[config.mk]
export PLATFORM = sky130hd
export DESIGN_NAME = fet_expect
export DESIGN_NICKNAME = d
export VERILOG_FILES = /design/src/rtl/fet_check_pkg.sv /design/src/rtl/fet_expect.sv
export SDC_FILE = /design/constraint.sdc
export NUM_CORES = 1
export LEC_CHECK = 0
export CORE_AREA = 5 5 42 44
export DETAILED_ROUTE_END_ITERATION = 7
export DIE_AREA = 0 0 47 49
export GPL_TIMING_DRIVEN = 0
export REMOVE_ABC_BUFFERS = 1
export SLEW_MARGIN = 0
export SYNTH_ARGS = -nofsm -noshare
export SYNTH_HDL_FRONTEND = slang
export SYNTH_SLANG_ARGS = --single-unit
[constraint.sdc]
create_clock -name vclk -period 0.9
set_clock_uncertainty 0.05 [all_clocks]
set_input_delay 0.18 -clock vclk [all_inputs]
set_output_delay 0.18 -clock vclk [all_outputs]
set_load 0.02 [all_outputs]
[src/rtl/fet_check_pkg.sv]
`default_nettype none
// ---------------------------------------------------------------------------
// fet_check_pkg : shared logic-value codes, FSM states and helpers for the
//                 FET response checker.            Rev 1.0
// ---------------------------------------------------------------------------
package fet_check_pkg;

  localparam logic [1:0] LV_0 = 2'b00;
  localparam logic [1:0] LV_1 = 2'b01;
  localparam logic [1:0] LV_Z = 2'b10;
  localparam logic [1:0] LV_X = 2'b11;

  typedef enum logic [1:0] {
    ST_IDLE   = 2'd0,
    ST_SETTLE = 2'd1,
    ST_CHECK  = 2'd2
  } state_t;

  // Case equality keeps z and x distinguishable on the observed nets.
  function automatic logic [1:0] lv_encode(input logic v);
    if (v === 1'b0)      return LV_0;
    else if (v === 1'b1) return LV_1;
    else if (v === 1'bz) return LV_Z;
    else                 return LV_X;
  endfunction

  function automatic logic lv_is_driven(input logic [1:0] code);
    return (code == LV_0) || (code == LV_1);
  endfunction

endpackage : fet_check_pkg
`default_nettype wire

[src/rtl/fet_expect.sv]
`default_nettype none
// ---------------------------------------------------------------------------
// fet_expect : switch-level expected terminal values for one nfet/pfet,
//              derived from the driver intent codes.      Rev 1.0
// ---------------------------------------------------------------------------
module fet_expect
  import fet_check_pkg::*;
#(
  parameter int POLARITY = 0
) (
  input  logic [1:0] i_g_drv,
  input  logic [1:0] i_a_drv,
  input  logic [1:0] i_b_drv,
  output logic [1:0] o_exp_a,
  output logic [1:0] o_exp_b
);

  localparam logic [1:0] c_G_ON  = (POLARITY != 0) ? LV_0 : LV_1;
  localparam logic [1:0] c_G_OFF = (POLARITY != 0) ? LV_1 : LV_0;

  logic w_on;
  logic w_off;

  assign w_on  = (i_g_drv == c_G_ON);
  assign w_off = (i_g_drv == c_G_OFF);

  // Value seen on terminal t, with o the terminal across the channel.
  function automatic logic [1:0] term_exp(
    input logic [1:0] t,
    input logic [1:0] o,
    input logic       on,
    input logic       off
  );
    logic [1:0] r;
    r = LV_X;
    if (t == LV_X) begin
      r = LV_X;
    end else if (t == LV_Z) begin
      if (off || (o == LV_Z))           r = LV_Z;
      else if (on && lv_is_driven(o))   r = o;
      else                              r = LV_X;
    end else begin
      if (off || (o == LV_Z) || (o == t)) r = t;
      else                                r = LV_X;
    end
    return r;
  endfunction

  always_comb begin
    o_exp_a = term_exp(i_a_drv, i_b_drv, w_on, w_off);
    o_exp_b = term_exp(i_b_drv, i_a_drv, w_on, w_off);
  end

endmodule : fet_expect
`default_nettype wire

# Yosys cells after proc, flatten, opt, wreduce, memory -nomap -nowiden
# Index checks and enable logic that the tools add are counted.
word_totals:
  ff_bits: 0
  in_bits: 6
  elab_cells: 30
classes:
  eq_ne: 9
  n_mux: 10
  reduce_logical: 11
ops:
  columns: ["operator", "count"]
  rows:
  - ["2-bit two-way mux", 10]
  - ["2-bit equality test (second input constant)", 4]
  - ["2-bit by 1-bit equality test with 1-bit output (second input constant)", 3]
  - ["2-bit logical NOT", 3]
  - ["1-bit logical OR", 6]
  - ["2-bit equality test", 2]
  - ["1-bit logical AND", 2]

# Logic depth before layout (Yosys ltp)
depth:
  ltp_word: 7
  mapped_depth: 3

# Worst setup path after synthesis
# Ideal clock, no wire load.
synth_timing:
  path_type: "input to output"
  start: "input i_a_drv[1]"
  end: "output o_exp_b[0]"
  t_arrival_ps: 786
  required_ps: 670
  path_slack_ps: -116
  stages: 3
  path_cell_list: "and2b_4 -> a21oi_1 -> o21ai_1"
synth_via:
  elab_chain_len: 7
  elab_cells_between_ends: 13
synth_rtl:
  columns: ["element", "line_no", "rtl"]
  rows:
  - ["from (decl)", "fet_expect.sv:12", "input logic [1:0] i_a_drv,"]
  - ["2-bit by 1-bit equality test with 1-bit output or 2-bit logical NOT (tied branches)", "fet_check_pkg.sv:28", "return (code == LV_0) || (code == LV_1);"]
  - ["1-bit logical OR", "fet_check_pkg.sv:28", null]
  - ["1-bit logical AND", "fet_expect.sv:40", "else if (on && lv_is_driven(o)) r = o;"]
  - ["2-bit two-way mux", "fet_expect.sv:40", null]
  - ["2-bit two-way mux", "fet_expect.sv:39", "if (off || (o == LV_Z)) r = LV_Z;"]
  - ["2-bit two-way mux (*)", "fet_expect.sv:38", "end else if (t == LV_Z) begin"]
  - ["2-bit two-way mux (*)", "fet_expect.sv:36", "if (t == LV_X) begin"]
  - ["to (decl)", "fet_expect.sv:15", "output logic [1:0] o_exp_b"]
# Mark *: on every way between the ends. The rest lies on a longest branch, timed or not.

# Worst setup path in the final report
layout_timing:
  start: "input i_a_drv[1]"
  end: "output o_exp_b[1]"
# Same word-level chain as after synthesis.

==> flow_metrics.env <==
export IMPL_end_kind="output port"
export IMPL_finalHoldViolCount=0
export IMPL_synth_cell_types=14
export IMPL_route_detailed_drc=0
export IMPL_grt_pass1_vias=178
export IMPL_syn_avg_cell_area_um2=6.32
export IMPL_timing_final_ws_setup_ps=-258
export IMPL_p_leak_nw=0.118
export IMPL_avgRoutedWirePerCell_um=9.04
export IMPL_die_w_um=47
export IMPL_dr_wl_met3_um=37
export IMPL_synth_top_area_share=0.0990
export IMPL_power_total_uw=140
export IMPL_start_util=0.0902
export IMPL_utilization=0.188
export IMPL_synth_top_family_by_area="simple AND/OR/NAND/NOR gates"
export IMPL_synth_area_leaders="a31oi_1, inv_1, a21oi_1"
export IMPL_grt_pass1_wl_um=745
export IMPL_min_period_ps=1160
export IMPL_synth_seq_area_share=0
export IMPL_rsz0062_at_grt="yes"
export IMPL_syn_area_um2=126
export IMPL_crit_fanout=6
export IMPL_ant_nets=0
export IMPL_synth_mux_area_fraction=0
export IMPL_post_route_period_util=1.29
export IMPL_synth_cells=20
export IMPL_pwr_density_cell_mw_per_mm2=533
export IMPL_synth_warnings=0
export IMPL_maxSlewHeadroom=0.853
export IMPL_cts_hold_buf=0
export IMPL_dpl_hpwl_um=329
export IMPL_yosysTopAreaCell="a31oi_1"
export IMPL_drv_cap=0
export IMPL_synth_xor_area_share=0
export IMPL_final_nets=39
export IMPL_io_buffers=10
export IMPL_routed_via_density=3.83
export IMPL_violations="setup timing"
export IMPL_gp_congestion=0.782
export IMPL_peakVddDrop_uv=132
export IMPL_crit_required_ps=670
export IMPL_worstHoldPathType="input pin to output port"
export IMPL_vias=180
export IMPL_placed_cells_incl_taps=46
export IMPL_synth_compound_area_frac=0.446
export IMPL_fmax_mhz=864
export IMPL_wl_met2_um=188
export IMPL_synth_most_common_cell="inv_1"
export IMPL_fp_row_count=14
export IMPL_dr_max_layer_used="met3"
export IMPL_worstSetupPathType="input pin to output port"
export IMPL_drt_first_pass_iters=1
export IMPL_wirelength_met1_um=199
export IMPL_area_delta_synth_final_pct=108
export IMPL_core_area_mm2=0.00140
export IMPL_crit_arrival_ps=930
export IMPL_slew_violations=0
export IMPL_gr_total_overflow=0
export IMPL_clockBufferCount=0
export IMPL_instances_no_fill=47
export IMPL_grt_max_degree=8
export IMPL_initialDrtViolationCount=0
export IMPL_yosys_area_share_simple=0.465
export IMPL_ios=10
export IMPL_wl_um=425
export IMPL_synth_fa_ha_area_frac=0
export IMPL_antenna_found_initial=0
export IMPL_n_antenna_cell=0
export IMPL_track_usage=0.0386
export IMPL_setup_violations=4
export IMPL_synth_common_cells="inv_1, a21oi_1, a31oi_1, nor2_1, o21ai_1"
export IMPL_die_area_mm2=0.00230
export IMPL_drive_gt1_frac=0.484
export IMPL_worstMarginPinSlew_ps=218
export IMPL_nFlopsAndLatches=0
export IMPL_seqCellArea_um2=0
export IMPL_status="complete, but fails checks"
export IMPL_startpoint_type="input pin"
export IMPL_fp_dieH_um=49
[critical path: stages]
cell and delay, ps:
buf_8 100, and2b_4 230, a31oi_1 70, o22a_1 210, buf_6 130
[where the power goes]
group	internal (mW)	switching, mW
clock	0	0
combinational	0.0770	0.0631
sequential	0	0
[per-stage QoR]
step	setup TNS [ps]	cell area (um2)	hold slack (ps)	worst slack [ps]
final	-758	263	635	-258
after global routing	-957	263	659	-295
after CTS	-767	263	638	-265
after detailed placement	-4350	246	1460	-1200
after global placement	-4390	246	1450	-1200
after floorplan	-237	126	504	-116
[cells by family (layout without fill, tap and decap cells)]
logic type,after synthesis,count (layout)
simple gates,8,8
compound gates,9,9
buf+inv,3,14
[per-layer routing]
layer / vias up / track usage
met1: 79 / 0.0652
met2: 6 / 0.0566
li1: 95 / -
met3: 0 / 0
met5: - / 0
met4: 0 / 0
[layout make-up]
type | count | area, um2
repair buffers | 11 | 108
multi-input cells | 17 | 124
well taps | 16 | 20.0
fillers | 170 | 1140
inverters | 3 | 11.3
[final timing paths]
| check | from | to | slack (ps) | cells past startpoint |
|---|---|---|---|---|
| setup / recovery | i_a_drv[1] | o_exp_b[1] | -260 | 5 |
| hold / removal | i_a_drv[1] | o_exp_a[1] | 640 | 3 |
[cells in the final DEF, fill, tap and decap left out]
master | Yosys | layout
nor2_1 | 2 | 1
o22a_1 | 1 | 1
and3b_1 | 1 | 1
buf_2 | 0 | 2
buf_6 | 0 | 4
and2b_4 | 1 | 1
buf_4 | 0 | 3
nor2b_1 | 1 | 1
o21a_1 | 1 | 1
o21bai_1 | 1 | 1
buf_8 | 0 | 2
a21oi_1 | 2 | 2
nor2_2 | 0 | 1
nor4bb_2 | 0 | 1
inv_1 | 3 | 3
a31oi_1 | 2 | 2
nor3_2 | 1 | 1
nand2b_1 | 1 | 1
o21ai_1 | 2 | 2
[what timing repair did]
action,4_1_cts,5_1_grt
pin swaps,7,0
resized for setup,57,0
setup endpoints to repair,4,4
setup buffers,1,0
Power figures use the tool's default switching activity.
